**config.mk**
```make
export PLATFORM = sky130hd
export DESIGN_NAME = mem_access_unit_flat
export DESIGN_NICKNAME = d
export VERILOG_FILES = /design/src/rtl/mem_access_unit_pkg.sv /design/src/rtl/mem_access_unit_if.sv /design/src/rtl/mem_access_unit_wait_timer.sv /design/src/rtl/mem_access_unit.sv /design/src/flat_wrapper.sv
export SDC_FILE = /design/constraint.sdc
export NUM_CORES = 1
export LEC_CHECK = 0
export CAP_MARGIN = 20
export CORE_MARGIN = 2
export CORE_UTILIZATION = 28
export CTS_BUF_LIST = sky130_fd_sc_hd__clkbuf_4
export CTS_CLUSTER_SIZE = 24
export DETAILED_ROUTE_END_ITERATION = 10
export DONT_BUFFER_PORTS = 1
export GPL_TIMING_DRIVEN = 0
export PLACE_DENSITY = 0.42
export SYNTH_ARGS = -nofsm -noshare
export SYNTH_HDL_FRONTEND = slang
export SYNTH_HIERARCHICAL = 1
export SYNTH_SLANG_ARGS = --single-unit
export TNS_END_PERCENT = 10
```
**constraint.sdc**
```tcl
create_clock -name clk_i -period 4.3 [get_ports clk_i]
set_clock_uncertainty 0.1 [all_clocks]
set_input_delay 0.86 -clock clk_i [delete_from_list [all_inputs] [get_ports clk_i]]
set_output_delay 0.86 -clock clk_i [all_outputs]
set_load 0.1 [all_outputs]
```
**src/rtl/mem_access_unit_pkg.sv**
```systemverilog
// Shared types and widths for the MEM-stage access unit.
package mem_access_unit_pkg;

  localparam int XLEN       = 32;
  localparam int REG_ADDR_W = 5;

  typedef enum logic {
    ST_IDLE = 1'b0,
    ST_BUSY = 1'b1
  } state_e;

  // Both MemRead and MemWrite set is treated as a store.
  function automatic logic is_access(input logic mem_read, input logic mem_write);
    return mem_read | mem_write;
  endfunction

endpackage

```
**src/rtl/mem_access_unit_if.sv**
```systemverilog
// Data-memory request/acknowledge port between the MEM stage and data memory.
// Handshake: mem_req_o rises with we/addr/wdata valid and holds them stable until the
// cycle mem_ack_i is high (transfer done, rdata valid for reads) or the unit aborts.
interface mem_access_unit_if;
  import mem_access_unit_pkg::*;

  logic            mem_req_o;
  logic            mem_we_o;
  logic [XLEN-1:0] mem_addr_o;
  logic [XLEN-1:0] mem_wdata_o;
  logic            mem_ack_i;
  logic [XLEN-1:0] mem_rdata_i;

  modport master (
    output mem_req_o, mem_we_o, mem_addr_o, mem_wdata_o,
    input  mem_ack_i, mem_rdata_i
  );

  modport slave (
    input  mem_req_o, mem_we_o, mem_addr_o, mem_wdata_o,
    output mem_ack_i, mem_rdata_i
  );

endinterface

```
**src/rtl/mem_access_unit_wait_timer.sv**
```systemverilog
// Counts BUSY cycles without an acknowledge; flags the cycle on which the access must abort.
module mem_wait_timer #(
  parameter int MAX_WAIT = 64
) (
  input  logic clk_i,
  input  logic rst_i,
  input  logic clear_i,
  input  logic enable_i,
  output logic expired_o
);

  localparam int CW = $clog2(MAX_WAIT + 1);

  logic [CW-1:0] count_q;

  assign expired_o = (count_q == CW'(MAX_WAIT - 1));

  // Holding at the terminal value keeps the count from ever wrapping.
  always_ff @(posedge clk_i or posedge rst_i) begin
    if (rst_i) begin
      count_q <= '0;
    end else if (clear_i) begin
      count_q <= '0;
    end else if (enable_i && !expired_o) begin
      count_q <= count_q + CW'(1);
    end
  end

endmodule

```
**src/rtl/mem_access_unit.sv**
```systemverilog
// MEM stage: issues loads/stores from EX/MEM on the memory port, stalls while an access
// is outstanding, and registers the WB-side outputs (ALU result or load data).
module mem_access_unit
  import mem_access_unit_pkg::*;
#(
  parameter int MAX_WAIT = 64
) (
  input  logic                  clk_i,
  input  logic                  rst_i,
  input  logic                  RegWrite_i,
  input  logic                  MemtoReg_i,
  input  logic                  MemRead_i,
  input  logic                  MemWrite_i,
  input  logic [XLEN-1:0]       ALUout_i,
  input  logic [XLEN-1:0]       rs2_data_i,
  input  logic [REG_ADDR_W-1:0] rd_addr_i,
  mem_access_unit_if.master     mem,
  output logic                  stall_o,
  output logic                  RegWrite_o,
  output logic                  MemtoReg_o,
  output logic [XLEN-1:0]       ALUout_o,
  output logic [XLEN-1:0]       mem_data_o,
  output logic [REG_ADDR_W-1:0] rd_addr_o,
  output logic                  err_o,
  output state_e                dbg_state_o
);

  state_e                state_q;
  logic                  req_q;
  logic                  we_q;
  logic [XLEN-1:0]       addr_q;
  logic [XLEN-1:0]       wdata_q;
  logic                  reg_write_q;
  logic                  mem_to_reg_q;
  logic [XLEN-1:0]       alu_out_q;
  logic [XLEN-1:0]       mem_data_q;
  logic [REG_ADDR_W-1:0] rd_addr_q;
  logic                  err_q;

  logic access;
  logic timer_clear;
  logic timer_en;
  logic timer_expired;

  assign access      = is_access(MemRead_i, MemWrite_i);
  assign timer_clear = (state_q == ST_IDLE);
  assign timer_en    = (state_q == ST_BUSY) && !mem.mem_ack_i;

  always_comb begin
    stall_o = 1'b0;
    case (state_q)
      ST_IDLE: stall_o = access;
      ST_BUSY: stall_o = !mem.mem_ack_i;
      default: stall_o = 1'b0;
    endcase
  end

  mem_wait_timer #(.MAX_WAIT(MAX_WAIT)) u_wait_timer (
    .clk_i     (clk_i),
    .rst_i     (rst_i),
    .clear_i   (timer_clear),
    .enable_i  (timer_en),
    .expired_o (timer_expired)
  );

  // While an access is in flight, WB sees a bubble; ALUout/rd/mem_data simply hold.
  always_ff @(posedge clk_i or posedge rst_i) begin
    if (rst_i) begin
      state_q      <= ST_IDLE;
      req_q        <= 1'b0;
      we_q         <= 1'b0;
      addr_q       <= '0;
      wdata_q      <= '0;
      reg_write_q  <= 1'b0;
      mem_to_reg_q <= 1'b0;
      alu_out_q    <= '0;
      mem_data_q   <= '0;
      rd_addr_q    <= '0;
      err_q        <= 1'b0;
    end else begin
      case (state_q)
        ST_IDLE: begin
          if (access) begin
            state_q      <= ST_BUSY;
            req_q        <= 1'b1;
            we_q         <= MemWrite_i;
            addr_q       <= ALUout_i;
            wdata_q      <= rs2_data_i;
            reg_write_q  <= 1'b0;
            mem_to_reg_q <= 1'b0;
          end else begin
            reg_write_q  <= RegWrite_i;
            mem_to_reg_q <= MemtoReg_i;
            alu_out_q    <= ALUout_i;
            rd_addr_q    <= rd_addr_i;
          end
        end
        ST_BUSY: begin
          if (mem.mem_ack_i) begin
            state_q      <= ST_IDLE;
            req_q        <= 1'b0;
            reg_write_q  <= RegWrite_i;
            mem_to_reg_q <= MemtoReg_i;
            alu_out_q    <= ALUout_i;
            rd_addr_q    <= rd_addr_i;
            if (!we_q) begin
              mem_data_q <= mem.mem_rdata_i;
            end
          end else if (timer_expired) begin
            state_q      <= ST_IDLE;
            req_q        <= 1'b0;
            err_q        <= 1'b1;
            reg_write_q  <= 1'b0;
            mem_to_reg_q <= 1'b0;
          end else begin
            reg_write_q  <= 1'b0;
            mem_to_reg_q <= 1'b0;
          end
        end
        default: state_q <= ST_IDLE;
      endcase
    end
  end

  assign mem.mem_req_o   = req_q;
  assign mem.mem_we_o    = we_q;
  assign mem.mem_addr_o  = addr_q;
  assign mem.mem_wdata_o = wdata_q;

  assign RegWrite_o  = reg_write_q;
  assign MemtoReg_o  = mem_to_reg_q;
  assign ALUout_o    = alu_out_q;
  assign mem_data_o  = mem_data_q;
  assign rd_addr_o   = rd_addr_q;
  assign err_o       = err_q;
  assign dbg_state_o = state_q;

endmodule
```
**src/flat_wrapper.sv**
```systemverilog
// flat-port wrapper written by rule: the top's interface ports become plain ports
module mem_access_unit_flat import mem_access_unit_pkg::*;
#(
  parameter int MAX_WAIT = 64
)
  (clk_i, rst_i, RegWrite_i, MemtoReg_i, MemRead_i, MemWrite_i, ALUout_i, rs2_data_i, rd_addr_i, stall_o, RegWrite_o, MemtoReg_o, ALUout_o, mem_data_o, rd_addr_o, err_o, dbg_state_o, mem_mem_req_o, mem_mem_we_o, mem_mem_addr_o, mem_mem_wdata_o, mem_mem_ack_i, mem_mem_rdata_i);
  mem_access_unit_if mem_i ();
  input  logic clk_i;
  input  logic rst_i;
  input  logic RegWrite_i;
  input  logic MemtoReg_i;
  input  logic MemRead_i;
  input  logic MemWrite_i;
  input  logic [XLEN-1:0] ALUout_i;
  input  logic [XLEN-1:0] rs2_data_i;
  input  logic [REG_ADDR_W-1:0] rd_addr_i;
  output logic stall_o;
  output logic RegWrite_o;
  output logic MemtoReg_o;
  output logic [XLEN-1:0] ALUout_o;
  output logic [XLEN-1:0] mem_data_o;
  output logic [REG_ADDR_W-1:0] rd_addr_o;
  output logic err_o;
  output state_e dbg_state_o;
  output wire logic [$bits(mem_i.mem_req_o)-1:0] mem_mem_req_o;
  output wire logic [$bits(mem_i.mem_we_o)-1:0] mem_mem_we_o;
  output wire logic [$bits(mem_i.mem_addr_o)-1:0] mem_mem_addr_o;
  output wire logic [$bits(mem_i.mem_wdata_o)-1:0] mem_mem_wdata_o;
  input wire logic [$bits(mem_i.mem_ack_i)-1:0] mem_mem_ack_i;
  input wire logic [$bits(mem_i.mem_rdata_i)-1:0] mem_mem_rdata_i;
  assign mem_mem_req_o = mem_i.mem_req_o;
  assign mem_mem_we_o = mem_i.mem_we_o;
  assign mem_mem_addr_o = mem_i.mem_addr_o;
  assign mem_mem_wdata_o = mem_i.mem_wdata_o;
  assign mem_i.mem_ack_i = mem_mem_ack_i;
  assign mem_i.mem_rdata_i = mem_mem_rdata_i;
  mem_access_unit #(.MAX_WAIT(MAX_WAIT)) u_core (.clk_i(clk_i), .rst_i(rst_i), .RegWrite_i(RegWrite_i), .MemtoReg_i(MemtoReg_i), .MemRead_i(MemRead_i), .MemWrite_i(MemWrite_i), .ALUout_i(ALUout_i), .rs2_data_i(rs2_data_i), .rd_addr_i(rd_addr_i), .mem(mem_i), .stall_o(stall_o), .RegWrite_o(RegWrite_o), .MemtoReg_o(MemtoReg_o), .ALUout_o(ALUout_o), .mem_data_o(mem_data_o), .rd_addr_o(rd_addr_o), .err_o(err_o), .dbg_state_o(dbg_state_o));
endmodule
```
# After elaboration in Yosys (flattened, before gate mapping)
# Index checks and enable logic that the tools add are counted.
[word_totals]
memories = 0
inputBits = 108
latchBits = 0
ram_bits = 0
mem_bits_ro = 0
reg_bits = 146
[classes]
n_div = 0
add_sub_neg = 1
n_eq_ne = 6
n_lt_le_gt_ge = 0
n_mux = 23
reduce_logical = 9
shift = 0
mul = 0
bitwise_logic = 4
[ops]
columns = ["op", "n"]
rows = [
  ["$mux 32", 2],
  ["$pmux 32 s2", 1],
  ["$mux 7", 2],
  ["$mux 1", 10],
  ["$mux 5", 2],
  ["$pmux 1 s2", 5],
  ["$pmux 5 s2", 1],
  ["$add 7x1->7 const B", 1],
  ["$eq 7x6->1 const B", 1],
  ["$ne 2x2->1 const B", 3],
  ["$reduce_and 2->1", 3],
  ["$reduce_and 3->1", 2],
  ["$ne 3x3->1 const B", 1],
  ["$not 1->1", 3],
  ["$logic_and 1x1->1", 2],
  ["$logic_not 1->1", 2],
  ["$ne 2x1->1 const B", 1],
  ["$or 1x1->1", 1],
]

# Logic depth before layout (Yosys ltp)
# Gate-level depths: netlist of run 1.
[depth]
depth_word = 5
mapped_depth = 6
depth_no_buf = 6

# By module
# Netlist of run 1, hierarchy kept.
[modules_own_cells]
columns = ["mod", "cells_per_inst", "area_each_um2", "seq_area_each_um2", "n_inst"]
rows = [
  ["mem_access_unit", 304, 5494.0, 3478.3, 1],
  ["mem_wait_timer", 40, 394.1, 175.2, 1],
]

# Least setup slack after synthesis of run 1
# No wires, ideal clock.
[synth_timing]
kind = "register to output"
startpoint = "register u_core.state_q (netlist: u_core/dbg_state_o)"
endpoint = "output stall_o"
setup_slack_ps = 1303
stages_incl_launch_ff = 4
arrival_time_ps = 2037
required_time_ps = 3340
cell_sequence = "dfrtp_1 > o31ai_4 > buf_6 > inv_1"
[synth_between]
elab_chain_cells = 2
[synth_lines]
columns = ["item", "line", "source"]
rows = [
  ["from (decl)", "mem_access_unit.sv:28", "state_e state_q;"],
  ["from (signal assigned)", "mem_access_unit.sv:69", "state_q <= ST_IDLE;"],
  ["from (signal assigned)", "mem_access_unit.sv:84", "state_q <= ST_BUSY;"],
  ["from (signal assigned)", "mem_access_unit.sv:100", "state_q <= ST_IDLE;"],
  ["$not 1->1", "n/a", ""],
  ["$pmux 1 s2 *", "mem_access_unit.sv:51", "case (state_q)"],
  ["to (decl)", "flat_wrapper.sv:17", "output logic stall_o;"],
]
# Mark *: on every way between the ends. The rest lies on a longest branch, timed or not.

# Worst setup path after layout of run 1
# Same ends and word-level chain as after synthesis.

==> flow_summary_export.csv, run 1 <==
group,metric,value,unit
setup_path,crit_path_start,"u_core/dbg_state_o",
die,start_util,28.3,%
cts,cts_tree,"done",
min_path,min_path_type,"primary input to async pin",
sta,period_needed,3.72,ns
setup_path,crit_chain,"o31ai_4, buf_6, inv_1",
setup_path,start_kind,"flip-flop",
route,num_vias,2927,
route,wl_per_cell,19.9,um
route,drc_errors,0,
placed_design,dp.final_hpwl,9.75,mm
synthesis,yosysSeqAreaShare,62.0,%
sta,period_share,86.5,%
cts,clkSlewWorstSetupHoldPaths,0.12,ns
setup_path,crit_fanout,10,
placed_design,place.gp.congestion,0.718,
job,cap_violations,0,
synthesis,synthTopCellsByCount,"146 x dfrtp_1, 81 x mux2_2, 49 x mux2_4",
outcome,status,"finished clean",
synthesis,async_flop_share,100,%
synthesis,synth_fa_ha_area_share,0.212,%
route,ant_nets,0,
sta,fmax,269,MHz
synthesis,synth_top_area_share,62.0,%
sta,report.final.slew_viol_count,0,
cts,cts_sinks,146,
setup_path,cpPeakStageDelay,1.13,ns
die,die_h,149,um
sta,setup_viol,0,
route,drt-initial-drc-count,56,
synthesis,synth_most_common_cell,"dfrtp_1",
synthesis,synth-compound-area-share,1.83,%
global_routing,grt_max_degree,43,
global_routing,antenna_found_initial,2,
die,core.rowCount,53,
synthesis,ys_types,37,
cells_and_area,syn2layout_area_growth,12.5,%
cts,cts.htree.levels,4,
synthesis,synthTopCellsByArea,"dfrtp_1 62%, mux2_2 15%, mux2_4 12%",
synthesis,synth_nets,453,
sta,hold_violations,0,
setup_path,endpoint_kind,"primary output",
synthesis,synth_top_family_by_area,"multiplexers",
cells_and_area,drive_gt1_share,49.2,%
setup_path,r2r-start,"u_core/dbg_state_o",
sta,worst-slew-pin-transition,1.15,ns
global_routing,gr-usage-all-layers,11.7,%
route,drt_pass1_iterations,4,
sta,tns,0,ns
global_routing,grt_pass1_wl,19.2,mm
cts,post-cts-setup-buffer-count,0,
cts,cts-root-buf,"clkbuf_4",
sta,relSlewSlack,23.3,%
global_routing,grt-ovfl-total,0,
die,die_w,149,um
synthesis,syn_avg_cell_area,17.1,um2
setup_path,crit_type,"flip-flop to primary output",
cts,cts_buffers,17,
global_routing,first_global_vias,3286,
placed_design,io_buffers,0,
sta,rsz0062_at_grt,"false",
cells_and_area,layout.nets,476,
setup_path,critical_path_arrival,2.76,ns
die,die_area,22200,um2
synthesis,synthFlopType,"dfrtp_1",
die,ioPinCount,248,
setup_path,worstPathRequired,3.34,ns
synthesis,yosys_register_bits,146,
synthesis,synth_edf_count,0,
synthesis,synthSimpleGateAreaFrac,2.80,%
synthesis,synthCells,344,
cts,cts-resized-gates,0,
synthesis,yosys_warnings,6,
synthesis,synth_area,5890,um2
cts,clk_path_buf_depth,2,
synthesis,synthMuxAreaShare,29.1,%
cts,clkLatencyLatePin,0.51,ns
route,wl,13.1,mm
synthesis,synth_top_area_cell,"dfrtp_1",
route,viasPerCell,4.46,
die,core,20800,um2
setup_path,critPathSlowestCell,"dfrtp_1",
synthesis,synth_xor_area_share,0,%
cts,ctsHoldBuffers,1,
[cell usage in the layout (no fill, tap or decap), types with 2 or more instances in the layout]
cell type and n:
a21oi_1 2, and2_1 2, buf_12 8, buf_6 7
bufinv_16 3, clkbuf_4 19, clkinv_2 3, clkinv_4 2
clkinvlp_4 5, dfrtp_1 146, diode_2 2, inv_1 4
mux2_1 5, mux2_2 81, mux2_4 49, nand2_1 5
nand2b_1 2, nand3_1 2, nor2_1 6, nor2b_1 2
nor3_1 2
[metrics by stage]
step | utilization, % | hold slack (ns) | worst slack (ns) | instances | cell area (um2)
CTS | 31.8 | 0.237 | 0.466 | 655 | 6620
detailed placement | 30.3 | 0.446 | 1.11 | 622 | 6300
global placement | 29.9 | 0.429 | 0.846 | 619 | 6240
floorplan | - | 0.413 | 1.30 | 344 | 5890
global route | 31.8 | 0.240 | 0.412 | 657 | 6620
finish | 31.8 | 0.278 | 0.582 | 657 | 6620
[registers in the layout, summed over array words and instances (netlist names), 5 cells and up]
name / cells
u_core/ALUout_o: 32
u_core/mem.mem_addr_o: 32
u_core/mem.mem_wdata_o: 32
u_core/mem_data_o: 32
u_core/u_wait_timer/count_q: 7
u_core/rd_addr_o: 5
[per-layer routing]
layer	vias to the layer above	track usage, %	wire length [um]	part of all wire, %
met2	126	20.0	6830	52
met4	0	4.95	329	2.5
met5	-	0	0	0
met1	1534	12.4	4740	36
met3	17	5.60	1180	9.1
li1	1250	-	-	-
[final timing paths]
check                                                 end  slack [ns]  cells past startpoint
hold reg to reg            u_core/u_wait_timer/count_q[6]        0.46                      1
max in group asynchronous      u_core/mem.mem_wdata_o[15]        3.12                      2
hold / removal                               u_core/err_o        0.28                      1
min in group clk_i                     u_core/dbg_state_o        0.31                      1
setup reg to reg           u_core/u_wait_timer/count_q[5]        1.69                      5
setup / recovery                                  stall_o        0.58                      3
[final cells by class]
cell class	count	area, um2
Antenna cell	2	5.00
Fill cell	2073	14200
Buffer	15	210
Tap cell	275	344
Clock buffer	19	143
Timing Repair Buffer	4	77.6
Clock inverter	13	161
Multi-Input combinational cell	177	2000
Sequential cell	146	3650
Inverter	6	28.8
[cell families (layout without fill, tap and decap cells)]
family	Yosys count	in the layout
AOI/OAI and AO/OA	12	12
adders and majority gates	1	1
buffers and inverters	21	57
DFF	146	146
muxes	136	136
other	0	2
and+or+nand+nor	28	28
[critical path: cells and delay by family (launching register included)]
kind | cells | cell delay, ns
compound gates | 1 | 0.27
buf+inv | 2 | 0.83
flops | 1 | 1.13
Power of run 1 is left out: the tool's default activity adds up to more than one toggle a clock period on the data nets, which glitch-free logic cannot reach.
==> inputs of run 2 (changes only) <==
GPL_ROUTABILITY_DRIVEN = 0   (was unset)
SKIP_CTS_REPAIR_TIMING = 1   (was unset)
==> flow_summary_export.csv, run 2 (synthesized netlist as in run 1, its figures left out) <==
group,metric,value,unit
die,die_area,22200,um2
placed_design,placed_area,6300,um2
route,num_vias,2927,
setup_path,start_kind,"flip-flop",
cts,cts_sinks,146,
placed_design,dp_cells,622,
die,die_h,149,um
sta,report.final.slew_viol_count,0,
setup_path,crit_fanout,10,
setup_path,r2r_setup_slack,1.69,ns
cells_and_area,drive_gt1_share,49.2,%
global_routing,antenna_found_initial,2,
cells_and_area,filler_cell_count,2072,
route,drt-initial-drc-count,56,
die,die_w,149,um
sta,rsz0062_at_grt,"false",
cells_and_area,seq_area,3650,um2
cells_and_area,syn2layout_area_growth,12.5,%
placed_design,io_buffers,0,
route,wl_per_cell,19.9,um
route,ant_nets,0,
setup_path,cpPeakStageDelay,1.13,ns
setup_path,critPathSlowestCell,"dfrtp_1",
cells_and_area,layout.nets,476,
cts,cts_tree,"done",
setup_path,crit_family,"flip-flops",
cts,clkLatencyLatePin,0.51,ns
sta,relSlewSlack,23.3,%
min_path,min_path_type,"primary input to async pin",
die,ioPinCount,248,
sta,tns,0,ns
setup_path,r2r-start,"u_core/dbg_state_o",
setup_path,crit_chain,"o31ai_4, buf_6, inv_1",
route,wl,13.1,mm
sta,fin_ws,0.582,ns
cts,cts-root-buf,"clkbuf_4",
cts,clkSlewWorstSetupHoldPaths,0.12,ns
sta,hold_violations,0,
global_routing,grt_pass1_wl,19.2,mm
setup_path,worstPathRequired,3.34,ns
global_routing,grt_max_degree,43,
route,dr_wl_met2,6.83,mm
route,viasPerCell,4.46,
placed_design,pre_cts_slack,1.11,ns
route,met1_length,4.74,mm
global_routing,gr-usage-all-layers,11.7,%
cells_and_area,multiInputGateArea,2000,um2
route,drc_errors,0,
cts,clk_path_buf_depth,2,
cts,cts_buffers,17,
global_routing,first_global_vias,3285,
die,core.rowCount,53,
setup_path,crit_type,"flip-flop to primary output",
die,core,20800,um2
job,cap_violations,0,
setup_path,critical_path_arrival,2.76,ns
cells_and_area,final_common_cell,"dfrtp_1",
cells_and_area,instances_no_fill,657,
sta,fmax,269,MHz
route,dr_wl_met3,1.18,mm
route,routed.top_layer,"met4",
setup_path,endpoint_kind,"primary output",
sta,worst-slew-pin-transition,1.15,ns
cells_and_area,mostFrequentLayoutCells,"146 x dfrtp_1, 81 x mux2_2, 49 x mux2_4, 19 x clkbuf_4, 8 x buf_12",
sta,setup_viol,0,
cells_and_area,finalInstanceArea,6620,um2
placed_design,dp.final_hpwl,9.75,mm
sta,period_share,86.5,%
setup_path,crit_buf_inv,2,
global_routing,grt-ovfl-total,0,
outcome,status,"finished clean",
route,drt_pass1_iterations,4,
setup_path,crit_path_start,"u_core/dbg_state_o",
sta,period_needed,3.72,ns
cts,cts.htree.levels,4,
die,start_util,28.3,%
==> run 2: final timing paths <==
check	to	cells past startpoint
min in group clk_i	u_core/dbg_state_o	1
setup reg to reg	u_core/u_wait_timer/count_q[5]	5
setup / recovery	stall_o	3
max in group asynchronous	u_core/mem.mem_wdata_o[15]	2
hold reg to reg	u_core/u_wait_timer/count_q[6]	1
hold / removal	u_core/err_o	1
==> run 2: cell type report <==
class | instances | share of cell area [%]
diodes | 2 | 0.0756
plain buffers | 15 | 3.17
clock buffers | 19 | 2.15
clock inverters | 13 | 2.44
inverters | 6 | 0.435
multi-input cells | 177 | 30.2
flip-flops and latches | 146 | 55.2
well taps | 275 | 5.20
repair buffers | 4 | 1.17
==> run 2: per-stage QoR <==
stage                     hold WS [ns]  util, %
after global routing             0.240     31.8
final                            0.278     31.8
after global placement           0.429     29.9
after CTS                      -0.0146     31.7
after detailed placement         0.446     30.3
after floorplan                  0.413        -
==> run 2: worst reg2reg max path: stages, from the launching register on <==
cell and delay [ns]:
dfrtp_1 1.13, inv_4 0.11, nor2_1 0.41, nand3_1 0.17
nor4_1 0.25, mux2_1 0.35
==> run 2: per-layer routing <==
metal	track usage [%]	vias up
li1	-	1250
met1	12.4	1534
met2	20.0	126
met3	5.60	17
met4	4.95	0
met5	0	-
Power of run 2 is left out for the same reason.
==> inputs of run 3 (changes only) <==
CAP_MARGIN = unset   (was 20)
CORE_UTILIZATION = 59   (was 28)
PLACE_DENSITY = 0.77   (was 0.42)
SLEW_MARGIN = 0   (was unset)
==> flow_summary_export.csv, run 3 (synthesized netlist as in run 1, its figures left out) <==
group,metric,value,unit
outcome,status,"finished clean",
setup_path,worstPathRequired,3.34,ns
cells_and_area,instances_no_fill,511,
die,core.rowCount,36,
cts,cts_tree,"done",
die,core,9730,um2
cts,cts-root-buf,"clkbuf_4",
placed_design,io_buffers,0,
cells_and_area,diodes,0,
setup_path,crit_type,"flip-flop to primary output",
sta,relSlewSlack,22.1,%
cts,clkSlewWorstSetupHoldPaths,0.11,ns
global_routing,grt_pass1_wl,18.7,mm
route,num_vias,2927,
route,met1_length,4.35,mm
route,drt-initial-drc-count,210,
sta,hold_violations,0,
sta,report.final.slew_viol_count,0,
sta,fmax,272,MHz
die,die_area,10800,um2
cells_and_area,filler_cell_count,700,
sta,rsz0062_at_grt,"false",
global_routing,grt_max_degree,46,
sta,worst-slew-pin-transition,1.17,ns
cells_and_area,layout.nets,475,
cts,cts_buffers,17,
die,ioPinCount,248,
route,drt_pass1_iterations,4,
global_routing,gr-usage-all-layers,22.6,%
min_path,min_path_type,"primary input to async pin",
placed_design,dp.final_hpwl,8.75,mm
setup_path,start_kind,"flip-flop",
global_routing,first_global_vias,3212,
route,dr_wl_met3,1.12,mm
route,wl_per_cell,23.1,um
route,wl,11.8,mm
cts,cts.htree.levels,4,
die,die_h,104,um
sta,period_share,85.5,%
sta,tns,0,ns
cells_and_area,final_common_cell,"dfrtp_1",
cts,clk_path_buf_depth,2,
cts,cts_sinks,146,
placed_design,dp_cells,480,
die,start_util,60.5,%
route,routed.top_layer,"met4",
cts,clkLatencyLatePin,0.50,ns
global_routing,grt-ovfl-total,0,
sta,setup_viol,0,
route,ant_nets,0,
setup_path,crit_fanout,10,
route,dr_wl_met2,6.10,mm
global_routing,antenna_found_initial,0,
die,die_w,104,um
job,cap_violations,0,
cells_and_area,mostFrequentLayoutCells,"146 x dfrtp_1, 81 x mux2_2, 49 x mux2_4, 18 x clkbuf_4, 9 x buf_12",
sta,period_needed,3.68,ns
setup_path,critical_path_arrival,2.72,ns
cells_and_area,syn2layout_area_growth,8.63,%
cells_and_area,drive_gt1_share,47.9,%
route,drc_errors,0,
route,viasPerCell,5.73,
setup_path,endpoint_kind,"primary output",
## run 3: path summary, 6_finish.rpt
check / cells after the start / startpoint / slack, ns / to
max: 3 / u_core/dbg_state_o / 0.62 / stall_o
min: 1 / rst_i / 0.07 / u_core/u_wait_timer/count_q[5]
max reg2reg: 5 / u_core/dbg_state_o / 1.70 / u_core/u_wait_timer/count_q[5]
min reg2reg: 1 / u_core/u_wait_timer/count_q[6] / 0.47 / u_core/u_wait_timer/count_q[6]
max in group asynchronous: 3 / rst_i / 3.14 / u_core/rd_addr_o[2]
min in group clk_i: 1 / mem_mem_ack_i / 0.33 / u_core/dbg_state_o
## run 3: layout make-up
class                   instances  area [um2]  share of cell area [%]
clock inverters                13         143                    2.23
multi-input cells             177        2000                    31.3
clock buffers                  18         135                    2.11
inverters                       6        28.8                   0.450
well taps                     133         166                    2.60
plain buffers                  15         210                    3.29
repair buffers                  3        60.1                   0.939
flip-flops and latches        146        3650                    57.1
## run 3: per-stage QoR
step | setup WS, ns | area (um2) | utilization, % | hold WS, ns
finish | 0.622 | 6400 | 65.7 | 0.0700
global route | 0.510 | 6400 | 65.7 | 0.0119
CTS | 0.566 | 6400 | 65.7 | 0.0266
detailed placement | 1.18 | 6120 | 62.9 | 0.457
global placement | 1.00 | 6060 | 62.3 | 0.426
floorplan | 1.30 | 5890 | - | 0.413
## run 3: per-layer routing
layer / up-vias / GRT usage, %
li1: 1256 / -
met1: 1506 / 25.7
met2: 147 / 37.5
met3: 18 / 9.90
met4: 0 / 9.17
met5: - / 0
## run 3: critical path, cell delays in order, from the launching register on
cell,delay (ns)
dfrtp_1,1.13
o31ai_4,0.25
buf_6,0.22
inv_1,0.60
Power of run 3 is left out for the same reason.
==> variant 1: new RTL, flow settings as in run 2 <==
`MAX_WAIT` is set to 64 in 3 places; all go to 128.
--- a/src/rtl/mem_access_unit_wait_timer.sv
+++ b/src/rtl/mem_access_unit_wait_timer.sv
@@ -2,3 +2,3 @@
 module mem_wait_timer #(
-  parameter int MAX_WAIT = 64
+  parameter int MAX_WAIT = 128
 ) (
--- a/src/rtl/mem_access_unit.sv
+++ b/src/rtl/mem_access_unit.sv
@@ -5,3 +5,3 @@
 #(
-  parameter int MAX_WAIT = 64
+  parameter int MAX_WAIT = 128
 ) (
--- a/src/flat_wrapper.sv
+++ b/src/flat_wrapper.sv
@@ -3,3 +3,3 @@
 #(
-  parameter int MAX_WAIT = 64
+  parameter int MAX_WAIT = 128
 )
Check against the original RTL: no difference found for any inputs over 4 cycles, from zero or initial values and one cycle with rst_i high; that may be too few to reach the edited logic, so the function may still have changed.
==> variant 1 against run 2 <==
  * Design area about the same
  * Routed wire length up 0.26%
  * Global-route usage down 0.24 points
  * Register-to-register slack worse by 40 ps
  * Worst setup slack worse by 8.4 ps
  * Final cell count up 0.46%
  * Via count up 2.7%
  * Area after synthesis up 1.1%
  * Sequential cell count up 1
  * Fmax down 0.23%
  * Critical path depth unchanged
  * Critical path type unchanged
Power is not shown: default switching activity piles up to over one toggle a cycle in this logic, so the estimate is an artifact.
==> variant 1: results (changes against run 2) <==
[metrics] Clk Tree Root Cell: clkbuf_4
[metrics] overall track demand over capacity in global routing: 0.115 (-0.00241)
[metrics] via count normalized by instance count: 4.56 (+2.3%)
[metrics] initial DRC count: 67 (+20%)
[metrics] router iterations before antenna repair: 4 (unchanged)
[metrics] top cell types by occurrence after synthesis: dfrtp_1, mux2_2, mux2_4
[metrics] ratio of cells with drive above 1 in the final layout: 0.488 (-0.00379)
[metrics] number of inserted diodes: 0 (-2)
[metrics] global-route congestion overflow total: 0 (unchanged)
[metrics] transition time at the pin with the least slew margin: 1150 ps (-1.11 ps)
[metrics] Clock Pin Slew Worst Setup and Hold Paths: 140 ps (+20 ps)
[metrics] Worst R2R Setup Slack: 1650 ps (-40 ps)
[metrics] logic depth of the worst register-to-register path: 5 (unchanged)
[metrics] latest clock arrival within the worst-skew pair: 530 ps (+20 ps)
[metrics] largest net degree at the start of global routing: 44 (+2.3%)
[metrics] syn nets: 459 (+1.3%)
[metrics] CP Data Arrival Time: 2770 ps (about the same)
[metrics] run status: complete, no violations
[metrics] number of global-route vias before repair: 3270 (-0.46%)
[metrics] half-perimeter wire length after detailed placement: 9480 µm (-2.8%)
[metrics] initial antenna violation count: 0 (-2)
[metrics] FF-to-FF End: u_core/u_wait_timer/count_q[7]
[metrics] main area contributors after synthesis: dfrtp_1, mux2_2, mux2_4, buf_12, buf_6
[metrics] Async SR Flop Fraction: 1.00 (unchanged)
[metrics] post-synth cell types: 40 (+8.1%)
[metrics] post-layout net count: 481 (+1.1%)
[metrics] wire length of the first global-routing pass: 19400 µm (+0.97%)
[metrics] per-cell routed wire length: 19.9 µm (-0.20%)
[metrics] sequential fraction of the synthesis area: 0.618 (-0.00258)
[metrics] cell area reported after detailed placement: 6360 µm² (+0.91%)
variant 1: changes by cell type after synthesis, sizes merged, moves of 2 or more:
cell and change:
nor2 -2, inv -2, a21boi +2, a21oi +3, and3 +2, nand3 -2, or4 +2, o21ai +3
variant 1: stage by stage:
stage / instances / hold slack [ps] / setup slack, ps
after global placement: 625 / 463 / 820
after detailed placement: 628 / 467 / 1120
after global routing: 660 / 13.3 / 414
after CTS: 660 / 21.4 / 474
final: 660 / 58.4 / 574
after floorplan: 350 / 430 / 1300
variant 1: how the worst max path moves through the flow:
stage	endpoint	startpoint
after floorplan	stall_o	u_core/dbg_state_o
after CTS	stall_o	u_core/dbg_state_o
after global routing	stall_o	u_core/dbg_state_o
after detailed placement	stall_o	u_core/dbg_state_o
final	stall_o	u_core/dbg_state_o
after global placement	u_core/mem.mem_addr_o[2]	rst_i
variant 1: area by class of cell:
type,count,area (µm²)
plain buffers,15,210
inverters,4,21.3
clock buffers,20,150
well taps,275,344
repair buffers,3,60.1
clock inverters,12,106
fillers,2089,14300
flip-flops and latches,147,3680
multi-input cells,184,2050
variant 1: per-layer routing:
layer / wire, µm / vias up / global-route usage
li1: - / 1289 / -
met1: 5020 / 1558 / 0.130
met2: 6480 / 149 / 0.187
met3: 1410 / 11 / 0.0546
met4: 208 / 0 / 0.0425
met5: 0 / - / 0
variant 1: cell families after synthesis:
logic type               after synthesis  synth area share
flip-flops                           147             0.618
multiplexers                         135             0.286
AND/OR/NAND/NOR                       28            0.0296
AO/OA/AOI/OAI                         20            0.0261
buffers and inverters                 19            0.0383
adder cells (fa/ha/maj)                1           0.00210
==> variant 2: new RTL, settings of run 2 <==
Made on the original files. Put one more register stage on the output `dbg_state_o`, without a reset. The value now appears one clock later. The other outputs are not delayed to match.
--- a/src/rtl/mem_access_unit.sv
+++ b/src/rtl/mem_access_unit.sv
@@ -135,3 +135,5 @@
   assign err_o       = err_q;
-  assign dbg_state_o = state_q;
+  always_ff @(posedge clk_i) begin
+    dbg_state_o <= state_q;
+  end
 
Behaviour: not the same (Yosys sat finds a counterexample within 4 cycles, from zero or initial values and one cycle with rst_i high).
==> variant 2 against run 2 <==
  * Fmax grew 19%
  * Non-clock buffer count unchanged
  * Worst setup slack improved by 600 ps
  * Area after synthesis grew 0.34%
  * Critical path type unchanged
  * First-iteration DRC count increased by 84%
  * Design area up 0.49%
  * Sequential cell count up 1
  * Routed wire length decreased by 1.0%
Power is left out: the tool's default activity adds up to more than one toggle a clock period on the data nets, which glitch-free logic cannot reach.
==> variant 2: results (changes against run 2) <==
[metrics] transition time at the pin with the least slew margin: 966 ps (-184 ps)
[metrics] Clock Pin Slew Worst Setup and Hold Paths: 140 ps (+20 ps)
[metrics] sequential fraction of the synthesis area: 0.622 (+0.00129)
[metrics] input/output buffers: 0 (unchanged)
[metrics] multi-input gates: 177 (unchanged)
[metrics] Slew Viols, Final: 0 (unchanged)
[metrics] overall track demand over capacity in global routing: 0.114 (-0.00247)
[metrics] per-cell routed wire length: 19.7 µm (-0.86%)
[metrics] number of global-route vias before repair: 3217 (-2.1%)
[metrics] register cell area after layout: 3670 µm² (+0.55%)
[metrics] instance count of the mapped netlist: 345 (+0.29%)
[metrics] sum of routed wire length over all layers: 13000 µm (-1.0%)
[metrics] via count: 2936 (+0.31%)
[metrics] Clk Tree Root Cell: clkbuf_4
[metrics] Worst R2R Setup Slack: 2200 ps (+510 ps)
[metrics] syn nets: 454 (+0.22%)
[metrics] latest clock arrival within the worst-skew pair: 530 ps (+20 ps)
[metrics] initial DRC count: 103 (+84%)
[metrics] CP Max Fanout: 10 (unchanged)
[metrics] post-layout net count: 477 (+0.21%)
[metrics] clock buffer count in the final layout: 20 (+1)
[metrics] number of buffers created by CTS: 17 (unchanged)
[metrics] cell with the largest stage delay on the worst path: dfrtp_1
[metrics] ratio of cells with drive above 1 in the final layout: 0.488 (-0.00392)
[metrics] number of levels in the clock H-tree: 4 (unchanged)
[metrics] post-synth cell types: 38 (+2.7%)
[metrics] wire length of the first global-routing pass: 19200 µm (-0.21%)
[metrics] main area contributors after synthesis: dfrtp_1, mux2_2, mux2_4, buf_12, buf_6
[metrics] family with the most delay on the worst path: buffers and inverters
[metrics] endpoints failing hold: 0 (unchanged)
[metrics] Placed Instances: 623 (+0.16%)
[metrics] # fillers: 2045 (-1.3%)
[metrics] number of inserted diodes: 0 (-2)
[metrics] run status: complete, no violations
[metrics] half-perimeter wire length after detailed placement: 9420 µm (-3.5%)
[metrics] layout buffering overhead excluding clock cells: 0.0421 (-0.00134)
[metrics] initial antenna violation count: 0 (-2)
[metrics] Async SR Flop Fraction: 0.993 (-0.00680)
[metrics] delay of the slowest cell on the worst path: 510 ps (-620 ps)
[metrics] clock network share of area: 0.0494 (+0.00354)
[metrics] final sequential cell count: 147 (+0.68%)
variant 2: changes by cell type in the layout (fill, tap and decap cells not counted), sizes merged:
| cell | before | now |
|---|---|---|
| bufinv | 3 | 4 |
| clkbuf | 19 | 20 |
| clkinv | 5 | 3 |
| clkinvlp | 5 | 3 |
| dfxtp | 0 | 1 |
| diode | 2 | 0 |
| inv | 6 | 8 |
variant 2: path summary, 6_finish.rpt:
check / from / to / cells past startpoint
max in group asynchronous: rst_i / u_core/u_wait_timer/count_q[0] / 2
min reg2reg: u_core/u_wait_timer/count_q[6] / u_core/u_wait_timer/count_q[6] / 1
min in group clk_i: mem_mem_ack_i / u_core/state_q / 1
max reg2reg: u_core/mem.mem_we_o / u_core/mem_data_o[20] / 3
min: rst_i / u_core/err_o / 1
max: u_core/state_q / stall_o / 3
variant 2: logic make-up after synthesis:
kind of cell    Yosys count  share of synthesized area
simple gates             28                     0.0280
fa+ha+maj                 1                    0.00212
flops                   147                      0.622
mux                     136                      0.290
compound gates           12                     0.0182
buf+inv                  21                     0.0398
variant 2: per-layer routing:
| layer | vias to the layer above | global-route usage | wire, µm |
|---|---|---|---|
| met1 | 1534 | 0.131 | 5160 |
| li1 | 1262 | - | - |
| met4 | 0 | 0.0419 | 140 |
| met5 | - | 0 | 0 |
| met3 | 8 | 0.0523 | 1240 |
| met2 | 132 | 0.188 | 6410 |
variant 2: per-stage QoR:
stage | setup slack [ps] | hold slack [ps] | cell area [µm²]
finish | 1180 | 168 | 6660
global route | 1030 | 137 | 6660
CTS | 1060 | -37.2 | 6650
detailed placement | 1400 | 438 | 6320
global placement | 811 | 429 | 6260
floorplan | 1550 | 413 | 5910
